[src/rtl/gpu_pkg.sv]
// Shared encodings for the core stage, fetcher status and LSU status.
// Imported by the scheduler, ALU, LSU and fetcher so every unit agrees.
package gpu_pkg;

  // Core stage encodings, broadcast to every ALU, LSU and PC unit
  localparam logic [2:0] CORE_IDLE    = 3'b000;
  localparam logic [2:0] CORE_FETCH   = 3'b001;
  localparam logic [2:0] CORE_DECODE  = 3'b010;
  localparam logic [2:0] CORE_REQUEST = 3'b011;
  localparam logic [2:0] CORE_WAIT    = 3'b100;
  localparam logic [2:0] CORE_EXECUTE = 3'b101;
  localparam logic [2:0] CORE_UPDATE  = 3'b110;
  localparam logic [2:0] CORE_DONE    = 3'b111;

  // Fetcher status encodings
  localparam logic [2:0] FETCHER_IDLE     = 3'b000;
  localparam logic [2:0] FETCHER_FETCHING = 3'b001;
  localparam logic [2:0] FETCHER_FETCHED  = 3'b010;

  // Per-lane LSU status encodings
  localparam logic [1:0] LSU_IDLE       = 2'b00;
  localparam logic [1:0] LSU_REQUESTING = 2'b01;
  localparam logic [1:0] LSU_WAITING    = 2'b10;
  localparam logic [1:0] LSU_DONE       = 2'b11;

  typedef enum logic [2:0] {
    S_IDLE    = CORE_IDLE,
    S_FETCH   = CORE_FETCH,
    S_DECODE  = CORE_DECODE,
    S_REQUEST = CORE_REQUEST,
    S_WAIT    = CORE_WAIT,
    S_EXECUTE = CORE_EXECUTE,
    S_UPDATE  = CORE_UPDATE,
    S_DONE    = CORE_DONE
  } core_state_e;

  // True when an LSU lane still has a memory operation outstanding
  function automatic logic lsu_busy(input logic [1:0] st);
    return (st == LSU_REQUESTING) || (st == LSU_WAITING);
  endfunction

endpackage

[src/rtl/core_scheduler.sv]
// Block-level instruction sequencer for one compute core: steps all thread
// lanes through fetch/decode/request/wait/execute/update in lockstep, tracks
// the shared PC and flags lane divergence. All outputs come from registers.
module core_scheduler
  import gpu_pkg::*;
#(
  parameter int THREADS_PER_BLOCK = 4
) (
  input  logic                           clock,
  input  logic                           reset_n,
  input  logic                           start,
  input  logic [THREADS_PER_BLOCK-1:0]   thread_enable,
  input  logic [2:0]                     fetcher_state,
  input  logic [2*THREADS_PER_BLOCK-1:0] lsu_state,
  input  logic                           decoded_ret,
  input  logic [8*THREADS_PER_BLOCK-1:0] next_pc,
  output logic [2:0]                     core_state,
  output logic [7:0]                     current_pc,
  output logic                           done,
  output logic                           diverged
);

  core_state_e state_q, state_d;
  logic [7:0]  pc_q, pc_d;
  logic        done_q, done_d;
  logic        div_q, div_d;

  logic        mem_busy;
  logic        any_en;
  logic [7:0]  first_pc;
  logic        lanes_differ;

  // Lane reductions: outstanding memory, first enabled PC, divergence.
  // Comparing every enabled lane to the first enabled one is equivalent
  // to a pairwise compare.
  always_comb begin
    logic [1:0] lane_lsu;
    logic [7:0] lane_pc;
    mem_busy     = 1'b0;
    any_en       = 1'b0;
    first_pc     = '0;
    lanes_differ = 1'b0;
    lane_lsu     = '0;
    lane_pc      = '0;
    for (int unsigned i = 0; i < THREADS_PER_BLOCK; i++) begin
      lane_lsu = lsu_state[2*i +: 2];
      lane_pc  = next_pc[8*i +: 8];
      if (thread_enable[i]) begin
        if (lsu_busy(lane_lsu)) mem_busy = 1'b1;
        if (!any_en) begin
          first_pc = lane_pc;
          any_en   = 1'b1;
        end else if (lane_pc != first_pc) begin
          lanes_differ = 1'b1;
        end
      end
    end
  end

  // Next-state, PC, done and divergence logic
  always_comb begin
    state_d = state_q;
    pc_d    = pc_q;
    done_d  = done_q;
    div_d   = div_q;
    unique case (state_q)
      S_IDLE: begin
        if (start) begin
          state_d = S_FETCH;
          pc_d    = '0;
          div_d   = 1'b0;
        end
      end
      S_FETCH: begin
        if (fetcher_state == FETCHER_FETCHED) state_d = S_DECODE;
      end
      S_DECODE:  state_d = S_REQUEST;
      S_REQUEST: state_d = S_WAIT;
      S_WAIT: begin
        if (!mem_busy) state_d = S_EXECUTE;
      end
      S_EXECUTE: state_d = S_UPDATE;
      S_UPDATE: begin
        if (lanes_differ) div_d = 1'b1;
        if (decoded_ret) begin
          state_d = S_DONE;
          done_d  = 1'b1;
        end else begin
          state_d = S_FETCH;
          pc_d    = any_en ? first_pc : pc_q + 8'd1;
        end
      end
      S_DONE: begin
        if (!start) begin
          state_d = S_IDLE;
          done_d  = 1'b0;
        end
      end
      default: state_d = S_IDLE;
    endcase
  end

  // State and output registers, asynchronously cleared
  always_ff @(posedge clock or negedge reset_n) begin
    if (!reset_n) begin
      state_q <= S_IDLE;
      pc_q    <= '0;
      done_q  <= 1'b0;
      div_q   <= 1'b0;
    end else begin
      state_q <= state_d;
      pc_q    <= pc_d;
      done_q  <= done_d;
      div_q   <= div_d;
    end
  end

  assign core_state = state_q;
  assign current_pc = pc_q;
  assign done       = done_q;
  assign diverged   = div_q;

endmodule

[config.mk]
export PLATFORM = sky130hd
export DESIGN_NAME = core_scheduler
export DESIGN_NICKNAME = d
export VERILOG_FILES = /design/src/rtl/gpu_pkg.sv /design/src/rtl/core_scheduler.sv
export SDC_FILE = /design/constraint.sdc
export NUM_CORES = 1
export LEC_CHECK = 0
export CORE_MARGIN = 3
export CORE_UTILIZATION = 45
export CTS_CLUSTER_SIZE = 20
export DETAILED_ROUTE_END_ITERATION = 12
export PLACE_DENSITY = 0.81
export RECOVER_POWER = 100
export SLEW_MARGIN = 20
export SYNTH_ARGS = -nofsm -noshare
export SYNTH_HDL_FRONTEND = slang
export SYNTH_SLANG_ARGS = --single-unit
[constraint.sdc]
create_clock -name clock -period 1.65 [get_ports clock]
set_input_delay 0.33 -clock clock [delete_from_list [all_inputs] [get_ports clock]]
set_output_delay 0.33 -clock clock [all_outputs]
set_load 0.01 [all_outputs]
# --- Word level (Yosys, flattened, before mapping) ---
# Cells that the tools add are included.
totals:
  regBits: 13
classes:
  eq_ne: 26
  reduce_logical: 11
  n_mux: 44
  n_addsub: 1
op_table:
  columns: ["cell", "count"]
  rows:
  - ["8-bit two-way mux", 10]
  - ["1-bit two-way mux", 25]
  - ["8-bit != test", 3]
  - ["3-bit one-hot mux with 8 select lines", 1]
  - ["8-bit one-hot mux with 2 select lines", 1]
  - ["3-bit two-way mux", 5]
  - ["2-bit != test (second input constant)", 7]
  - ["3-bit equality test (second input constant)", 4]
  - ["3-bit by 2-bit equality test with 1-bit output (second input constant)", 3]
  - ["3-bit AND reduction", 3]
  - ["8-bit by 1-bit adder with 8-bit output (second input constant)", 1]
  - ["2-bit by 1-bit equality test with 1-bit output (second input constant)", 4]
  - ["2-bit equality test (second input constant)", 4]
  - ["1-bit logical OR", 4]
  - ["1-bit one-hot mux with 2 select lines", 2]
  - ["4-bit AND reduction", 1]
  - ["2-bit nonzero test", 2]
  - ["3-bit by 1-bit equality test with 1-bit output (second input constant)", 1]
  - ["3-bit zero test", 1]

# --- Depth between registers and ports, before layout ---
depth:
  ltp_word: 13
  ltp_mapped: 8
  mapped_depth_nobuf: 7

# --- Worst setup path before layout ---
# OpenSTA, ideal clock, no wires.
synth_path:
  path_kind: "input port to flip-flop"
  startpoint: "in thread_enable[2]"
  endpoint: "reg div_q (netlist: diverged)"
  t_required_ns: 1.514
  slack_ns: 0.111
  arrival_ns: 1.404
  stages: 7
  cell_sequence: "buf_4 > nor2b_4 > a221oi_1 > a2bb2oi_1 > nand3_1 > o2111ai_1 > nand4_1"
synth_between:
  elab_chain_len: 7
synth_lines:
  columns: ["element", "line", "text"]
  rows:
  - ["from (decl)", "core_scheduler.sv:12", "input logic [THREADS_PER_BLOCK-1:0] thread_enable,"]
  - ["8-bit two-way mux", "core_scheduler.sv:48", "if (thread_enable[i]) begin"]
  - ["8-bit != test", "core_scheduler.sv:53", "end else if (lane_pc != first_pc) begin"]
  - ["1-bit two-way mux", "core_scheduler.sv:53", null]
  - ["1-bit two-way mux", "core_scheduler.sv:50", "if (!any_en) begin"]
  - ["1-bit two-way mux (*)", "core_scheduler.sv:48", null]
  - ["2-bit != test (no line) (*)", null, null]
  - ["3-bit AND reduction (no line) (*)", null, null]
  - ["to (signal assigned)", "core_scheduler.sv:114", "div_q <= div_d;"]
  - ["to (decl)", "core_scheduler.sv:26", "logic div_q, div_d;"]
# Mark *: on every way between the ends. The rest lies on a longest branch, timed or not.
# A chain may end at the register's enable or synchronous reset.

# --- Worst setup path after layout ---
layout_path:
  startpoint: "in next_pc[29]"
  endpoint: "reg div_q (netlist: diverged)"
layout_between:
  elab_chain_len: 6
layout_lines:
  columns: ["element", "line", "text"]
  rows:
  - ["from (decl)", "core_scheduler.sv:16", "input logic [8*THREADS_PER_BLOCK-1:0] next_pc,"]
  - ["8-bit != test", "core_scheduler.sv:53", null]
  - ["1-bit two-way mux", "core_scheduler.sv:53", null]
  - ["1-bit two-way mux", "core_scheduler.sv:50", null]
  - ["1-bit two-way mux", "core_scheduler.sv:48", null]
  - ["2-bit != test (no line)", null, null]
  - ["3-bit AND reduction (no line)", null, null]
# No other way between the ends.

==> metrics.md <==
| Metric | Value |
|---|---|
| Ports | 64 |
| Area of placed instances | 2870 µm² |
| Max Clock Freq | about 600 MHz |
| First-pass DRT Iterations | 6 |
| Biggest area consumer among synthesized cells | dfrtp_1 |
| Worst Max-Slew Pin Slew | 0.765 ns |
| Critical Path End Type | register |
| Multiplexer fraction of the synthesized cell area | under 10% |
| Setup Crit Path Kind | input port to register |
| Simple-gate share of the synthesized area | ~28% |
| Critical Path Fanout Max | 2 |
| Total Power Consumption | 2.20 mW |
| Synthesized area per cell | roughly 7.4 µm² |
| Met3 WL post-DR | 672 µm |
| Clock tree from TritonCTS | yes |
| Reported leakage power | about 1.3 nW |
| Final std cell area, no fill | 3020 µm² |
| Worst endpoint required time | 1.77 ns |
| Summed negative setup slack over all endpoints | -0.0110 ns |
| Max_slew headroom | 49.0% |
| Synth Cell Area | approximately 1700 µm² |
| Placer's final routability congestion estimate | 0.944 |
| Routed via count | around 2500 |
| Count of nets left with antenna violations after detail routing | 0 |
| Cells along the critical path | clkdlybuf4s50_1 -> a22o_1 -> o41ai_2 -> nand4_1 -> o2111ai_1 -> nand4_1 |
| Power density cells | 728 nW/µm² |
| Aggregate global-route resource usage | between 20% and 30% |
| Combinational family with the most area after synthesis | compound AO/OA/AOI/OAI gates |
| Final antenna diode count | 0 |
| Final setup slack of the worst path | -0.0110 ns |
| Type of element launching the critical path | input port |
| Top-area cell type share of the netlist area | 18.6% |
| Result of the run | complete, but fails checks |
| Initial core utilization | a little under half |
| Hold buffer count at cts | 0 |
| Synthesis Warnings | 0 |
| Cell with the biggest individual delay on the critical path | clkdlybuf4s50_1 |
| Predominant post-synthesis flop cell | dfrtp_1 |
| Number of design rule violations left after detail routing | 0 |
| Via/cell ratio | approximately 6.1 |
| Routed WL | just under 7000 µm |
| Classification of the worst-slack hold path | register to register |
| Cell variety after synth | between 50 and 60 |
| Number of global-route vias before repair | 2288 |
| Proportion of synthesized chip area in sequential cells | between 15 and 20% |
| Post-synth EDFFs | 0 |
| Maximum clock insertion buffer count | 2 |
| CTS buffer count | 3 |
| Number of endpoints failing setup at the final stage | 1 |
| DP Wirelength | just under 5000 µm |
| Period utilization | 101% |
| Final core utilization | around 81% |
| Latest clock arrival within the worst-skew pair | 0.24 ns |
| Global-route wire length before repair | 10200 µm |
| Number of nets in the final layout | roughly 410 |
| Proportion of register bits with asynchronous set or reset after synthesis | 100% |
| Crit-path most repeated cell | nand4_1 |
| Max Cap Viol | 0 |
| Post-Synth XOR/XNOR Area | approximately a tenth |
| CTS Root Buffer Type | clkbuf_8 |
| Row cnt | 22 |
| Number of storage elements in the synthesis netlist | 13 |
| Commonest cells in the netlist | 26 x o21ai_0, 24 x nand2_1, 23 x a21oi_1 |
| Clock-pin slew on the worst setup and hold paths | 0.06 ns |
| Core area | ~3700 µm² |
| Metal-1 WL | between 2000 and 3000 µm |
| RSZ-0062 raised after global routing | true |
| Delay contributed by the slowest stage of the critical path | approximately 0.43 ns |
| Average wire length per cell after detail routing | between 15 and 20 µm |
| Highest metal layer used by the detailed router | met4 |
| Total Die Area | 4670 µm² |
| Synthesized netlist net count | 288 |
| Pin count of the biggest net entering global routing | 20 |
| Synth Area in Compound Gates | 32.9% |
| Initial antenna violation count | 0 |
| Total gr overflow | 0 |
| Syn Inst Count | 236 |
| Adder-cell share of the synthesized area | less than 1% |
| Worst IR drop on VDD | 0.624 mV |
| Leading post-synthesis cells by cell area | dfrtp_1 19%, o21ai_0 7.4%, xnor2_1 7.0% |
| Die Y | ~68 µm |
| Initial DRC count | 251 |
| Violations in the final reports | setup timing |
| Count of buffers inserted at the top-level ports | 63 |
| Most instantiated library cell after synthesis | o21ai_0 |
| Number of failing hold endpoints at the final stage | 0 |
| # clock sinks | 13 |
| Worst clock skew on the final layout | between 0.0015 and 0.002 ns |
| Layout-stage area growth over the synthesis result | 72.7% |
| Share of cells above drive strength 1 | a little over a quarter |
| Max H-tree Level | 1 |
| Worst hold slack after final layout | ~0.53 ns |
| Metal2 WL | around 3200 µm |
| Critical path data arrival time | roughly 1.8 ns |
| Die outline width | a little under 70 µm |
| Final Max Slew Viols | 0 |
| Time the final worst path needs with I/O delays and setup | between 1.5 and 2 ns |
-- metrics by stage --
stage | setup slack (ns) | instances
5_1_grt | -0.0746 | 408
3_5_place_dp | -0.534 | 401
2_1_floorplan | 0.111 | 236
3_3_place_gp | -0.497 | 401
6_report | -0.0110 | 408
4_1_cts | 0.000868 | 407
-- worst paths after layout --
path / from / endpoint / slack, ns / depth (start not counted)
max in group asynchronous: reset_n / core_state[0] / 0.45 / 2
min in group asynchronous: reset_n / current_pc[7] / 0.67 / 2
max reg2reg: current_pc[0] / current_pc[4] / 0.12 / 7
min reg2reg: done / done / 0.53 / 2
max: next_pc[29] / diverged / -0.01 / 6
min: done / done / 0.53 / 2
-- flip-flops by register name, indices dropped and copies added, names as in the netlist --
signal,count
current_pc,8
diverged,1
done,1
core_state,3
-- power by group --
part	internal [mW]	leakage (nW)	switching (mW)	total (mW)
combinational	0.704	1.14	0.602	1.31
clock	0.171	0.0228	0.121	0.292
sequential	0.442	0.166	0.160	0.602
-- cells by family (layout without fill, tap and decap cells) --
logic type	after synthesis	in the layout
adders and majority gates	1	1
AOI/OAI and AO/OA	90	90
muxes	2	2
DFF	13	13
buffers and inverters	24	148
xor gates and xnor gates	20	20
and+or+nand+nor	86	86
-- metal layers --
metal,vias up,global-route usage [%]
li1,1138,-
met1,1123,35.8
met2,179,48.0
met3,39,6.08
met4,0,9.68
met5,-,0
-- placed cells by master, fill, tap and decap left out, types with 5 or more instances in the layout --
| master | n |
|---|---|
| nor2_1 | 12 |
| nor2b_1 | 6 |
| buf_4 | 63 |
| nand2_1 | 24 |
| a21oi_2 | 5 |
| o21ai_1 | 5 |
| o22ai_1 | 5 |
| nand4_1 | 6 |
| clkdlybuf4s50_1 | 35 |
| nand3_1 | 7 |
| nand3b_1 | 7 |
| dlygate4sd2_1 | 16 |
| inv_1 | 10 |
| o21ai_0 | 22 |
| a22o_1 | 7 |
| dfrtp_1 | 11 |
| a21oi_1 | 18 |
| xnor2_1 | 14 |
| xor2_1 | 6 |
-- timing repair --
item                       4_1_cts  5_1_grt
pin swaps                        7        8
cloned                           2        0
gates resized for setup         32       19
setup endpoints to repair        8        5
setup buffers                    0        1
-- area by class of cell --
class / count / area, µm²
multi-input cells: 199 / 1340
inverters: 11 / 41.3
repair buffers: 133 / 1210
flip-flops and latches: 13 / 328
fillers: 257 / 694
clock buffers: 4 / 45.0
well taps: 48 / 60.1
-- critical path, delay by kind of cell --
kind                   cells  cell delay (ns)
buffers and inverters      1             0.43
AND/OR/NAND/NOR            2             0.23
AO/OA/AOI/OAI              3             0.80
No activity file was read; power rests on OpenSTA's default activity.
==> RTL change (same settings) <==
Register the output `current_pc` once more, cleared by the reset; this adds one clock of latency there. The other outputs are not delayed to match.
--- a/src/rtl/core_scheduler.sv
+++ b/src/rtl/core_scheduler.sv
@@ -116,7 +116,13 @@
   end
 
   assign core_state = state_q;
-  assign current_pc = pc_q;
+  always_ff @(posedge clock or negedge reset_n) begin
+    if (!reset_n) begin
+      current_pc <= '0;
+    end else begin
+      current_pc <= pc_q;
+    end
+  end
   assign done       = done_q;
   assign diverged   = div_q;
 
Function: changed (Yosys sat finds a counterexample within 10 cycles, from zero or initial values and one cycle with reset_n low).
==> RTL change against the unedited design <==
- the run still ends with setup timing left
- fmax shrank 9.1%
- sequential power grew 57%
- first-iteration DRC count grew 35%
- design area grew 8.0%
- global-route usage shrank 2.4 points
- setup slack lost 0.17 ns
- synthesized area grew 7.2%
- count of clock-buffer cells in the layout shrank 1
- sequential cell count grew 8
- routed wire length grew 14%
- total power grew 26%
- worst hold slack lost 0.082 ns
- clock power grew 14%
- synthesized cell count grew 3.0%
- highest routed layer unchanged
==> RTL change: results (changes against the unedited design) <==
<table>
<tr><th>Metric</th><th>Value</th></tr>
<tr><th colspan="2">Placed design</th></tr>
<tr><td>Estimated wirelength of the detail-placed design</td><td>4400 microns (-11%)</td></tr>
<tr><td>Placer congestion estimate</td><td>0.932 (-1.2%)</td></tr>
<tr><th colspan="2">Timing</th></tr>
<tr><td>Transition at the pin with the smallest max-transition slack</td><td>0.506 ns (-0.259 ns)</td></tr>
<tr><td>Skew final</td><td>0.00425 ns (+0.00241 ns)</td></tr>
<tr><td>Number of setup violations in the final report</td><td>2 (+1)</td></tr>
<tr><td>Setup slack after layout</td><td>-0.178 ns (-0.167 ns)</td></tr>
<tr><th colspan="2">Critical path</th></tr>
<tr><td>Master of the slowest instance on the critical path</td><td>nor4_2</td></tr>
<tr><td>Worst reg2reg path startpoint</td><td>core_state[1]</td></tr>
<tr><td>Reg-to-reg setup timing slack</td><td>0.16 ns (+0.04 ns)</td></tr>
<tr><td>Worst setup startpoint</td><td>thread_enable[0]</td></tr>
<tr><td>Worst flop-to-flop path endpoint</td><td>pc_q[5]</td></tr>
<tr><td>Delay contributed by the slowest stage of the critical path</td><td>0.39 ns (-0.04 ns)</td></tr>
<tr><th colspan="2">Synthesis</th></tr>
<tr><td>Ranking of synthesized cells by area</td><td>dfrtp_1, xor2_1, o21ai_0</td></tr>
<tr><td>Sequential cell area fraction in the yosys report</td><td>28.0% (+9.4 points)</td></tr>
<tr><td>Number of distinct standard cells referenced by the synthesized netlist</td><td>51 (-11%)</td></tr>
<tr><th colspan="2">Pwr</th></tr>
<tr><td>Total net switching power</td><td>0.00110 W (+25%)</td></tr>
<tr><td>Highest ir drop seen on vdd</td><td>0.423 mV (-32%)</td></tr>
<tr><td>Total leakage power</td><td>1.52 nW (+15%)</td></tr>
<tr><th colspan="2">Run status</th></tr>
<tr><td>Violations in the final reports</td><td>setup timing</td></tr>
<tr><td>Outcome</td><td>finished, violations left</td></tr>
<tr><th colspan="2">Global route</th></tr>
<tr><td>Global-route wire length before repair</td><td>10600 microns (+4.6%)</td></tr>
<tr><td>Pin count of the biggest net entering global routing</td><td>22 (+10%)</td></tr>
<tr><th colspan="2">Routing</th></tr>
<tr><td>Routed wl met2</td><td>3990 microns (+24%)</td></tr>
<tr><td>Final WL</td><td>7740 microns (+14%)</td></tr>
<tr><th colspan="2">Final layout</th></tr>
<tr><td>Fraction of final layout cells sized beyond drive strength 1</td><td>28.1% (+1.4 points)</td></tr>
<tr><th colspan="2">CTS</th></tr>
<tr><td>Source-to-sink clock delay at the later pin of the worst-skew pair</td><td>0.26 ns (+0.02 ns)</td></tr>
</table>
[RTL change: worst min-delay path by stage]
stage	from	to	slack, ns	cells after the start
after floorplan	reset_n	core_state[0]	0.03	0
after global placement	pc_q[7]	current_pc[7]	0.40	0
after detailed placement	pc_q[7]	current_pc[7]	0.43	0
after CTS	reset_n	current_pc[7]	0.45	2
after global routing	pc_q[4]	current_pc[4]	0.47	0
final	pc_q[7]	current_pc[7]	0.45	0
[RTL change: worst reg2reg max path: cells and delay by family (launching register included)]
kind / cells / cell delay (ns)
AOI/OAI and AO/OA: 1 / 0.10
and+or+nand+nor: 3 / 0.73
DFF: 1 / 0.53
[RTL change: logic make-up (layout without fill, tap and decap cells)]
kind of cell	count (synthesis)	after routing	share of synthesized area (%)
XOR/XNOR	24	24	11.2
multiplexers	2	2	1.40
flip-flops	21	21	28.0
buffers and inverters	19	136	6.07
AND/OR/NAND/NOR	91	91	24.6
adder cells (fa/ha/maj)	1	1	0.667
AO/OA/AOI/OAI	85	85	28.0
[RTL change: cell type report]
cell class | instances | share of cell area, %
clock inverters | 1 | 0.153
multi-input cells | 203 | 43.1
repair buffers | 125 | 36.7
clock buffers | 3 | 1.27
inverters | 7 | 0.805
well taps | 48 | 1.84
flip-flops and latches | 21 | 16.1
[RTL change: power by group through the flow]
stage / clock network [W] / logic [W] / registers (W)
after floorplan: 0 / 0.000584 / 0.000983
after global placement: 0 / 0.00133 / 0.000936
after detailed placement: 0 / 0.00136 / 0.000957
after CTS: 0.000327 / 0.00144 / 0.000950
after global routing: 0.000358 / 0.00160 / 0.000979
final: 0.000332 / 0.00149 / 0.000946
[RTL change: routing by layer]
metal  GRT usage, %  up-vias
li1               -     1113
met1           31.7     1136
met2           47.3      189
met3           2.56       45
met4           10.2        0
met5              0        -
[RTL change: repair_timing]
item | in CTS | in global routing
resized for setup | 39 | 42
setup endpoints to repair | 4 | 5
hold buffers | 0 | 0
endpoints found under the hold margin | 0 | 0
cloned | 2 | 0
pin swaps | 7 | 19
buffers inserted | 11 | 2
[RTL change: stage by stage]
stage | setup TNS, ns | std cells | worst slack (ns) | utilization (%)
after floorplan | -0.0538 | 243 | -0.0538 | -
after global placement | -2.20 | 389 | -0.663 | 74.8
after detailed placement | -2.70 | 389 | -0.737 | 74.8
after CTS | -0.175 | 406 | -0.127 | 81.4
after global routing | -0.383 | 408 | -0.262 | 85.3
final | -0.238 | 408 | -0.178 | 85.3
